<file path="src/rtl/calc_op_sequencer.sv">
// calc_op_sequencer: command-queue controller in front of the 8-bit calculator ALU.
// Commands are buffered in a small FIFO and issued to the ALU one at a time.
// Each ALU result is captured into a held response register and returned
// over a valid/ready handshake. The sequencer owns the saved-result
// accumulator and substitutes it for an operand itself, so the ALU's own
// uas input is never used.
module calc_op_sequencer #(
  parameter int N     = 8,
  parameter int DEPTH = 4,
  parameter int CNT_W = 8
) (
  input  logic             clk,
  input  logic             rst_n,
  input  logic             cmd_valid,
  output logic             cmd_ready,
  input  logic [2:0]       cmd_ope,
  input  logic             cmd_uas,
  input  logic [N-1:0]     cmd_in1,
  input  logic [N-1:0]     cmd_in2,
  output logic [2:0]       alu_ope,
  output logic             alu_uas,
  output logic [N-1:0]     alu_in1,
  output logic [N-1:0]     alu_in2,
  input  logic [N-1:0]     alu_ans,
  input  logic             alu_err,
  output logic             rsp_valid,
  input  logic             rsp_ready,
  output logic [N-1:0]     rsp_data,
  output logic             rsp_err,
  output logic [N-1:0]     acc_out,
  output logic             err_sticky,
  output logic             busy,
  output logic [CNT_W-1:0] op_count
);

  localparam int AW = (DEPTH > 2) ? $clog2(DEPTH) : 1;
  localparam logic [AW:0]      FULL_CNT = (AW+1)'(DEPTH);
  localparam logic [AW:0]      CNT_ONE  = (AW+1)'(1);
  localparam logic [AW-1:0]    PTR_ONE  = AW'(1);
  localparam logic [CNT_W-1:0] OPS_ONE  = CNT_W'(1);
  localparam logic [2:0]       OPE_RST  = 3'b000;
  localparam logic [2:0]       OPE_NOT  = 3'b110;

  typedef enum logic [1:0] {
    IDLE = 2'd0,
    EXEC = 2'd1,
    RESP = 2'd2
  } state_t;

  // Command FIFO storage and bookkeeping
  logic [2:0]   q_ope_r [DEPTH];
  logic         q_uas_r [DEPTH];
  logic [N-1:0] q_in1_r [DEPTH];
  logic [N-1:0] q_in2_r [DEPTH];
  logic [AW-1:0] wr_ptr_r;
  logic [AW-1:0] rd_ptr_r;
  logic [AW:0]   count_r;

  // Sequencer state
  state_t           state_r;
  logic [2:0]       op_ope_r;
  logic [2:0]       alu_ope_r;
  logic [N-1:0]     alu_in1_r;
  logic [N-1:0]     alu_in2_r;
  logic             rsp_valid_r;
  logic [N-1:0]     rsp_data_r;
  logic             rsp_err_r;
  logic [N-1:0]     acc_r;
  logic             err_sticky_r;
  logic [CNT_W-1:0] op_count_r;

  logic         full_s;
  logic         empty_s;
  logic         push_s;
  logic         pop_s;
  logic [2:0]   head_ope_s;
  logic         head_uas_s;
  logic [N-1:0] head_in1_s;
  logic [N-1:0] head_in2_s;
  logic [N-1:0] sel_in1_s;
  logic [N-1:0] sel_in2_s;

  // Readiness comes from the registered count only, so a pop in the same
  // cycle never opens a slot for a push at full.
  assign full_s  = (count_r == FULL_CNT);
  assign empty_s = (count_r == {(AW+1){1'b0}});
  assign push_s  = cmd_valid & ~full_s;
  assign pop_s   = (state_r == IDLE) & ~empty_s;

  assign head_ope_s = q_ope_r[rd_ptr_r];
  assign head_uas_s = q_uas_r[rd_ptr_r];
  assign head_in1_s = q_in1_r[rd_ptr_r];
  assign head_in2_s = q_in2_r[rd_ptr_r];

  // Operand selection for the popped command: the accumulator replaces in1
  // for NOT (the only unary op) and in2 for every other op.
  always_comb begin
    sel_in1_s = head_in1_s;
    sel_in2_s = head_in2_s;
    if (head_uas_s) begin
      if (head_ope_s == OPE_NOT) begin
        sel_in1_s = acc_r;
      end else begin
        sel_in2_s = acc_r;
      end
    end else begin
      sel_in1_s = head_in1_s;
      sel_in2_s = head_in2_s;
    end
  end

  // FIFO storage, pointers and occupancy count
  always_ff @(posedge clk) begin
    if (!rst_n) begin
      wr_ptr_r <= {AW{1'b0}};
      rd_ptr_r <= {AW{1'b0}};
      count_r  <= {(AW+1){1'b0}};
      for (int i = 0; i < DEPTH; i++) begin
        q_ope_r[i] <= 3'b000;
        q_uas_r[i] <= 1'b0;
        q_in1_r[i] <= {N{1'b0}};
        q_in2_r[i] <= {N{1'b0}};
      end
    end else begin
      if (push_s) begin
        q_ope_r[wr_ptr_r] <= cmd_ope;
        q_uas_r[wr_ptr_r] <= cmd_uas;
        q_in1_r[wr_ptr_r] <= cmd_in1;
        q_in2_r[wr_ptr_r] <= cmd_in2;
        wr_ptr_r          <= wr_ptr_r + PTR_ONE;
      end else begin
        wr_ptr_r <= wr_ptr_r;
      end
      if (pop_s) begin
        rd_ptr_r <= rd_ptr_r + PTR_ONE;
      end else begin
        rd_ptr_r <= rd_ptr_r;
      end
      case ({push_s, pop_s})
        2'b10:   count_r <= count_r + CNT_ONE;
        2'b01:   count_r <= count_r - CNT_ONE;
        default: count_r <= count_r;
      endcase
    end
  end

  // IDLE/EXEC/RESP sequencer with registered ALU drive, response and accumulator
  always_ff @(posedge clk) begin
    if (!rst_n) begin
      state_r      <= IDLE;
      op_ope_r     <= 3'b000;
      alu_ope_r    <= 3'b000;
      alu_in1_r    <= {N{1'b0}};
      alu_in2_r    <= {N{1'b0}};
      rsp_valid_r  <= 1'b0;
      rsp_data_r   <= {N{1'b0}};
      rsp_err_r    <= 1'b0;
      acc_r        <= {N{1'b0}};
      err_sticky_r <= 1'b0;
      op_count_r   <= {CNT_W{1'b0}};
    end else begin
      case (state_r)
        IDLE: begin
          if (pop_s) begin
            // The ALU drive is loaded here so it is valid for the whole EXEC
            // cycle; acc cannot change before EXEC ends.
            op_ope_r  <= head_ope_s;
            alu_ope_r <= head_ope_s;
            alu_in1_r <= sel_in1_s;
            alu_in2_r <= sel_in2_s;
            state_r   <= EXEC;
          end else begin
            state_r <= IDLE;
          end
        end
        EXEC: begin
          rsp_data_r  <= alu_ans;
          rsp_err_r   <= alu_err;
          rsp_valid_r <= 1'b1;
          alu_ope_r   <= 3'b000;
          alu_in1_r   <= {N{1'b0}};
          alu_in2_r   <= {N{1'b0}};
          if (op_ope_r == OPE_RST) begin
            acc_r        <= {N{1'b0}};
            err_sticky_r <= 1'b0;
          end else if (!alu_err) begin
            acc_r <= alu_ans;
          end else begin
            err_sticky_r <= 1'b1;
          end
          state_r <= RESP;
        end
        RESP: begin
          if (rsp_ready) begin
            rsp_valid_r <= 1'b0;
            op_count_r  <= op_count_r + OPS_ONE;
            state_r     <= IDLE;
          end else begin
            state_r <= RESP;
          end
        end
        default: begin
          state_r <= IDLE;
        end
      endcase
    end
  end

  assign cmd_ready  = ~full_s;
  assign alu_ope    = alu_ope_r;
  assign alu_uas    = 1'b0;
  assign alu_in1    = alu_in1_r;
  assign alu_in2    = alu_in2_r;
  assign rsp_valid  = rsp_valid_r;
  assign rsp_data   = rsp_data_r;
  assign rsp_err    = rsp_err_r;
  assign acc_out    = acc_r;
  assign err_sticky = err_sticky_r;
  assign busy       = (state_r != IDLE) | ~empty_s;
  assign op_count   = op_count_r;

endmodule
</file>
<file path="config.mk">
export PLATFORM = sky130hd
export DESIGN_NAME = calc_op_sequencer
export DESIGN_NICKNAME = d
export VERILOG_FILES = /design/src/rtl/calc_op_sequencer.sv
export SDC_FILE = /design/constraint.sdc
export NUM_CORES = 1
export LEC_CHECK = 0
export BUFFER_PORTS_ARGS = -buffer_cell sky130_fd_sc_hd__clkbuf_2
export CAP_MARGIN = 15
export CORE_UTILIZATION = 40
export DETAILED_ROUTE_END_ITERATION = 16
export SLEW_MARGIN = 20
export SYNTH_ARGS = -nofsm -noshare
export SYNTH_HDL_FRONTEND = slang
export SYNTH_SLANG_ARGS = --single-unit
</file>
<file path="constraint.sdc">
create_clock -name clk -period 8.65 [get_ports clk]
set_clock_uncertainty 0.1 [all_clocks]
set_input_delay 1.73 -clock clk [delete_from_list [all_inputs] [get_ports clk]]
set_output_delay 1.73 -clock clk [all_outputs]
set_load 0.02 [all_outputs]
</file>
After elaboration in Yosys (flattened, before gate mapping)
Memories as Yosys holds them, arrays and structs flattened. A register that Yosys moved wholly into a read port is not among the register bits.
Index checks and enable logic that the tools add are counted.
{"block": "word_totals", "ff_bits": 58, "ram_bits": 80, "elab_cells": 99, "memories": 4}
{"block": "classes", "n_addsub": 5, "eq_ne": 9, "mux": 44, "bitwise": 5, "n_reduce_logical": 18}
{"memory": "q_in1_r", "words": 4, "width": 8, "read_ports": 1, "rd_clocked_by_memory_dff": 1, "wr": 4, "line": "53", "text": "logic [N-1:0] q_in1_r [DEPTH];"}
{"memory": "q_in2_r", "words": 4, "width": 8, "read_ports": 1, "rd_clocked_by_memory_dff": 1, "wr": 4, "line": "54", "text": "logic [N-1:0] q_in2_r [DEPTH];"}
{"memory": "q_ope_r", "words": 4, "width": 3, "read_ports": 1, "rd_clocked_by_memory_dff": 1, "wr": 4, "line": "51", "text": "logic [2:0] q_ope_r [DEPTH];"}
{"memory": "q_uas_r", "words": 4, "width": 1, "read_ports": 1, "rd_clocked_by_memory_dff": 1, "wr": 4, "line": "52", "text": "logic q_uas_r [DEPTH];"}
{"op": "2-to-1 mux 8 bit", "n": 10}
{"op": "case mux 8 bit (2 select lines)", "n": 2}
{"op": "2-to-1 mux 2 bit", "n": 13}
{"op": "OR reduction 8 bit", "n": 2}
{"op": "2-to-1 mux 1 bit", "n": 13}
{"op": "case mux 3 bit (2 select lines)", "n": 2}
{"op": "AND reduction 2 bit", "n": 6}
{"op": "nonzero test 2 bit", "n": 5}
{"op": "adder 8 x 1 -> 8 bit, second input constant", "n": 1}
{"op": "== test 3 bit, second input constant", "n": 2}
{"op": "zero test 3 bit", "n": 2}
{"op": "2-to-1 mux 3 bit", "n": 2}
{"op": "case mux 2 bit (3 select lines)", "n": 1}
{"op": "adder 2 x 1 -> 2 bit, second input constant", "n": 2}
{"op": "== test 2 x 1 -> 1 bit, second input constant", "n": 2}
{"op": "== test 2 bit, second input constant", "n": 2}
{"op": "inequality test 2 bit, second input constant", "n": 2}
{"op": "adder 3 x 1 -> 3 bit, second input constant", "n": 1}
{"op": "OR reduction 3 bit", "n": 1}
{"op": "subtractor 3 x 1 -> 3 bit, second input constant", "n": 1}
{"op": "AND 1 bit", "n": 2}
{"op": "zero test 2 bit", "n": 1}
{"op": "inequality test 2 x 1 -> 1 bit, second input constant", "n": 1}
{"op": "NOT 1 bit", "n": 2}
{"op": "other kinds (3)", "n": 3}

Logic depth before layout (Yosys ltp)
{"block": "logic_depth", "word_depth": 8, "ltp_mapped": 9}

Least setup slack after synthesis
Ideal clock, no wire load.
{"block": "synth_timing", "path_kind": "input-to-reg", "start": "input cmd_valid", "end": "memory q_in1_r[3][0] (enable)", "arrival_ns": 3.301, "t_required_ns": 8.125, "setup_slack_ns": 4.824, "cell_stages": 2, "path_buffers": 0, "path_cell_list": "nand3_1 o21ai_0"}
{"item": "from (decl)", "line": "14", "text": "input logic cmd_valid,"}
{"item": "to (decl)", "line": "53"}

==> results.py <==
metrics = {
    "clock_network": {
        "cts_max_path_buffers": 2,
        "ctsResizeCount": 0,
        "htree_levels": 4,
        "cts_tree": "built",
        "cts_hold_buffers": 0,
        "clk_latency_ps": 420,
        "clk_pin_slew_ps": 50,
        "numCtsBuffers": 17,
        "root_buffer": "clkbuf_16",
        "cts.sink_count": 140,
        "post_cts_buffers": 0,
    },
    "sta": {
        "setup_viol": 0,
        "fmax_mhz": 232,
        "whs_ps": 347,
        "period_share": 0.499,
        "period_minus_slack_ps": 4310,
        "worst_pin_slew_ps": 1060,
        "rsz0062_at_grt": "no",
        "finalSetupTns_ps": 0,
        "hold_viol": 0,
        "drv_slew": 0,
        "maxSlewHeadroom": 0.293,
    },
    "status": {
        "outcome": "completed",
    },
    "floorplan": {
        "start_util": 0.412,
        "ios": 82,
        "die_y_um": 125,
        "std_cell_rows": 44,
        "fp.dieArea_um2": 15500,
        "dieWidth_um": 125,
        "fp.coreArea_um2": 14600,
    },
    "hold_path": {
        "hold_path_depth": 2,
        "holdCritPathClass": "reg2reg",
    },
    "synthesis": {
        "synth_edf_count": 77,
        "synth_fp_nets": 511,
        "ys_warn_count": 0,
        "syn_area_um2": 6010,
        "synth_seq_cells": 140,
        "synth_ff_type": "edfxtp_1",
        "postSynthCellCount": 475,
        "ys_seq_area_frac": 0.594,
        "synth_cell_types": 49,
        "avgSynthCellArea_um2": 12.7,
        "ys_async_sr_fraction": 0,
    },
    "route": {
        "antenna_left": 0,
        "dr_wl_met2_mm": 5.70,
        "top_layer_used": "met4",
        "wl_met1_mm": 5.71,
        "drc": 0,
        "drt-initial-drc-count": 159,
        "routed_wl_mm": 12.1,
        "avgRoutedWirePerCell_um": 16.2,
        "routed_via_density": 5.06,
        "vias": 3788,
        "first_pass_iters": 4,
        "dr_wl_met3_um": 519,
    },
    "pwr": {
        "p_leak_nw": 2.84,
        "p_clk_frac": 0.353,
        "switching_share": 0.297,
        "combinationalPowerShare": 0.235,
        "internal_power_mw": 1.49,
        "seqPwrFrac": 0.413,
        "pwr_density_cell_nw_per_um2": 296,
        "switchingPower_mw": 0.629,
        "p_total_mw": 2.12,
        "max-vdd-ir-drop_mv": 0.158,
    },
    "global_routing": {
        "grt_pass1_wl_mm": 19.7,
        "antenna_found_initial": 0,
        "grt_pass1_vias": 3762,
        "grt_max_degree": 55,
        "grt_usage": 0.166,
        "grt-ovfl-total": 0,
    },
    "finish": {
        "n_antenna_cell": 0,
        "fill_cells": 1284,
        "ff_latch_area_um2": 3570,
        "drive_gt1_frac": 0.243,
        "fin_cells": 748,
        "syn2layout_area_growth_pct": 18.8,
        "fin_nets": 587,
        "multi_input_area_um2": 2280,
        "final_area_um2": 7140,
    },
    "setup_path": {
        "arrival_ps": 4250,
        "cp.required_ps": 8590,
        "worst-path-max-fanout": 54,
        "crit_type": "in2reg",
        "critPathLaunchType": "input pin",
        "worst_r2r_path_depth": 4,
        "end_kind": "flip-flop",
    },
    "placed_design": {
        "dp_hpwl_mm": 8.42,
        "dp.cells": 716,
        "gp_congestion": 0.723,
        "io_buffers": 80,
        "place_area_um2": 6530,
    },
    "flow_run": {
        "drv_cap": 0,
    },
}
==> power groups by stage <==
stage               Combinational, mW  Sequential (mW)  Clock (mW)
floorplan                       0.333            0.911           0
global placement                0.492            0.881           0
detailed placement              0.500            0.888           0
CTS                             0.502            0.874       0.760
global route                    0.546            0.887       0.786
finish                          0.496            0.873       0.746
==> cell families after synthesis <==
kind of cell / after synthesis / share of synthesized area
XOR/XNOR: 12 / 0.0175
multiplexers: 34 / 0.100
AND/OR/NAND/NOR: 184 / 0.179
AO/OA/AOI/OAI: 68 / 0.0737
other: 1 / 0.000624
flip-flops: 140 / 0.594
buffers and inverters: 33 / 0.0270
adder cells (fa/ha/maj): 3 / 0.00749
==> cells in the final DEF, fill, tap and decap left out, drive strengths merged, types with 8 or more instances in the layout <==
cell type   n
dfxtp      63
nand2      47
nor2b      11
a21boi     18
a22oi       8
and2       89
clkbuf     98
mux4       20
o21ai      29
edfxtp     77
xnor2       9
mux2i      13
inv         8
a32oi       8
==> worst max-delay path, stage by stage <==
cell and delay (ps):
clkbuf_2 670, and3_1 680, and3_4 410, nand2b_1 730
==> final timing paths <==
path	start	end	slack [ps]
hold / removal	alu_in1[2]	alu_in1[2]	350
setup / recovery	rst_n	q_in1_r[1][1]	4340
hold reg to reg	alu_in1[2]	alu_in1[2]	350
setup reg to reg	count_r[0]	q_in1_r[1][1]	5720
==> flip-flops by register name (all words and copies together) (netlist names), named ones only <==
signal / flops
acc_out: 8
alu_in1: 8
alu_in2: 8
alu_ope: 3
count_r: 3
err_sticky: 1
op_count: 8
op_ope_r: 3
q_in1_r: 32
q_in2_r: 32
q_ope_r: 12
q_uas_r: 4
rd_ptr_r: 2
rsp_data: 8
rsp_err: 1
rsp_valid: 1
state_r: 2
wr_ptr_r: 2
==> per-stage QoR <==
step	util	setup slack, ps
after global placement	0.448	3910
final	0.490	4340
after floorplan	-	4820
after CTS	0.489	4270
after global routing	0.490	4060
after detailed placement	0.448	3820
==> cell type report <==
| type | count | share of cell area |
|---|---|---|
| well taps | 184 | 0.0322 |
| clock inverters | 14 | 0.0247 |
| multi-input cells | 302 | 0.320 |
| inverters | 7 | 0.00368 |
| flip-flops and latches | 140 | 0.500 |
| repair buffers | 83 | 0.0592 |
| clock buffers | 18 | 0.0601 |
==> cell usage after synthesis (all sizes together), types with 3 or more instances <==
master  number  area share
and2        89       0.093
edfxtp      77        0.38
dfxtp       63        0.21
nand2       47       0.029
o21ai       29       0.024
mux4        20       0.077
a21boi      18       0.022
clkbuf      16       0.010
mux2i       13       0.022
nor2b       11       0.011
buf         10       0.013
xnor2        9       0.013
a22oi        8       0.010
a32oi        8       0.012
inv          7      0.0044
nor3         5      0.0050
nand3        4      0.0033
or3          4      0.0042
and3         3      0.0040
nand2b       3      0.0031
nand4        3      0.0031
nor2         3      0.0019
xor2         3      0.0044
==> routing by layer <==
metal  global-route usage  vias to the layer above
met1                0.212                     1819
li1                     -                     1854
met2                0.265                       98
met4               0.0702                        0
met3               0.0460                       17
met5                    0                        -
Power figures use the tool's default switching activity.
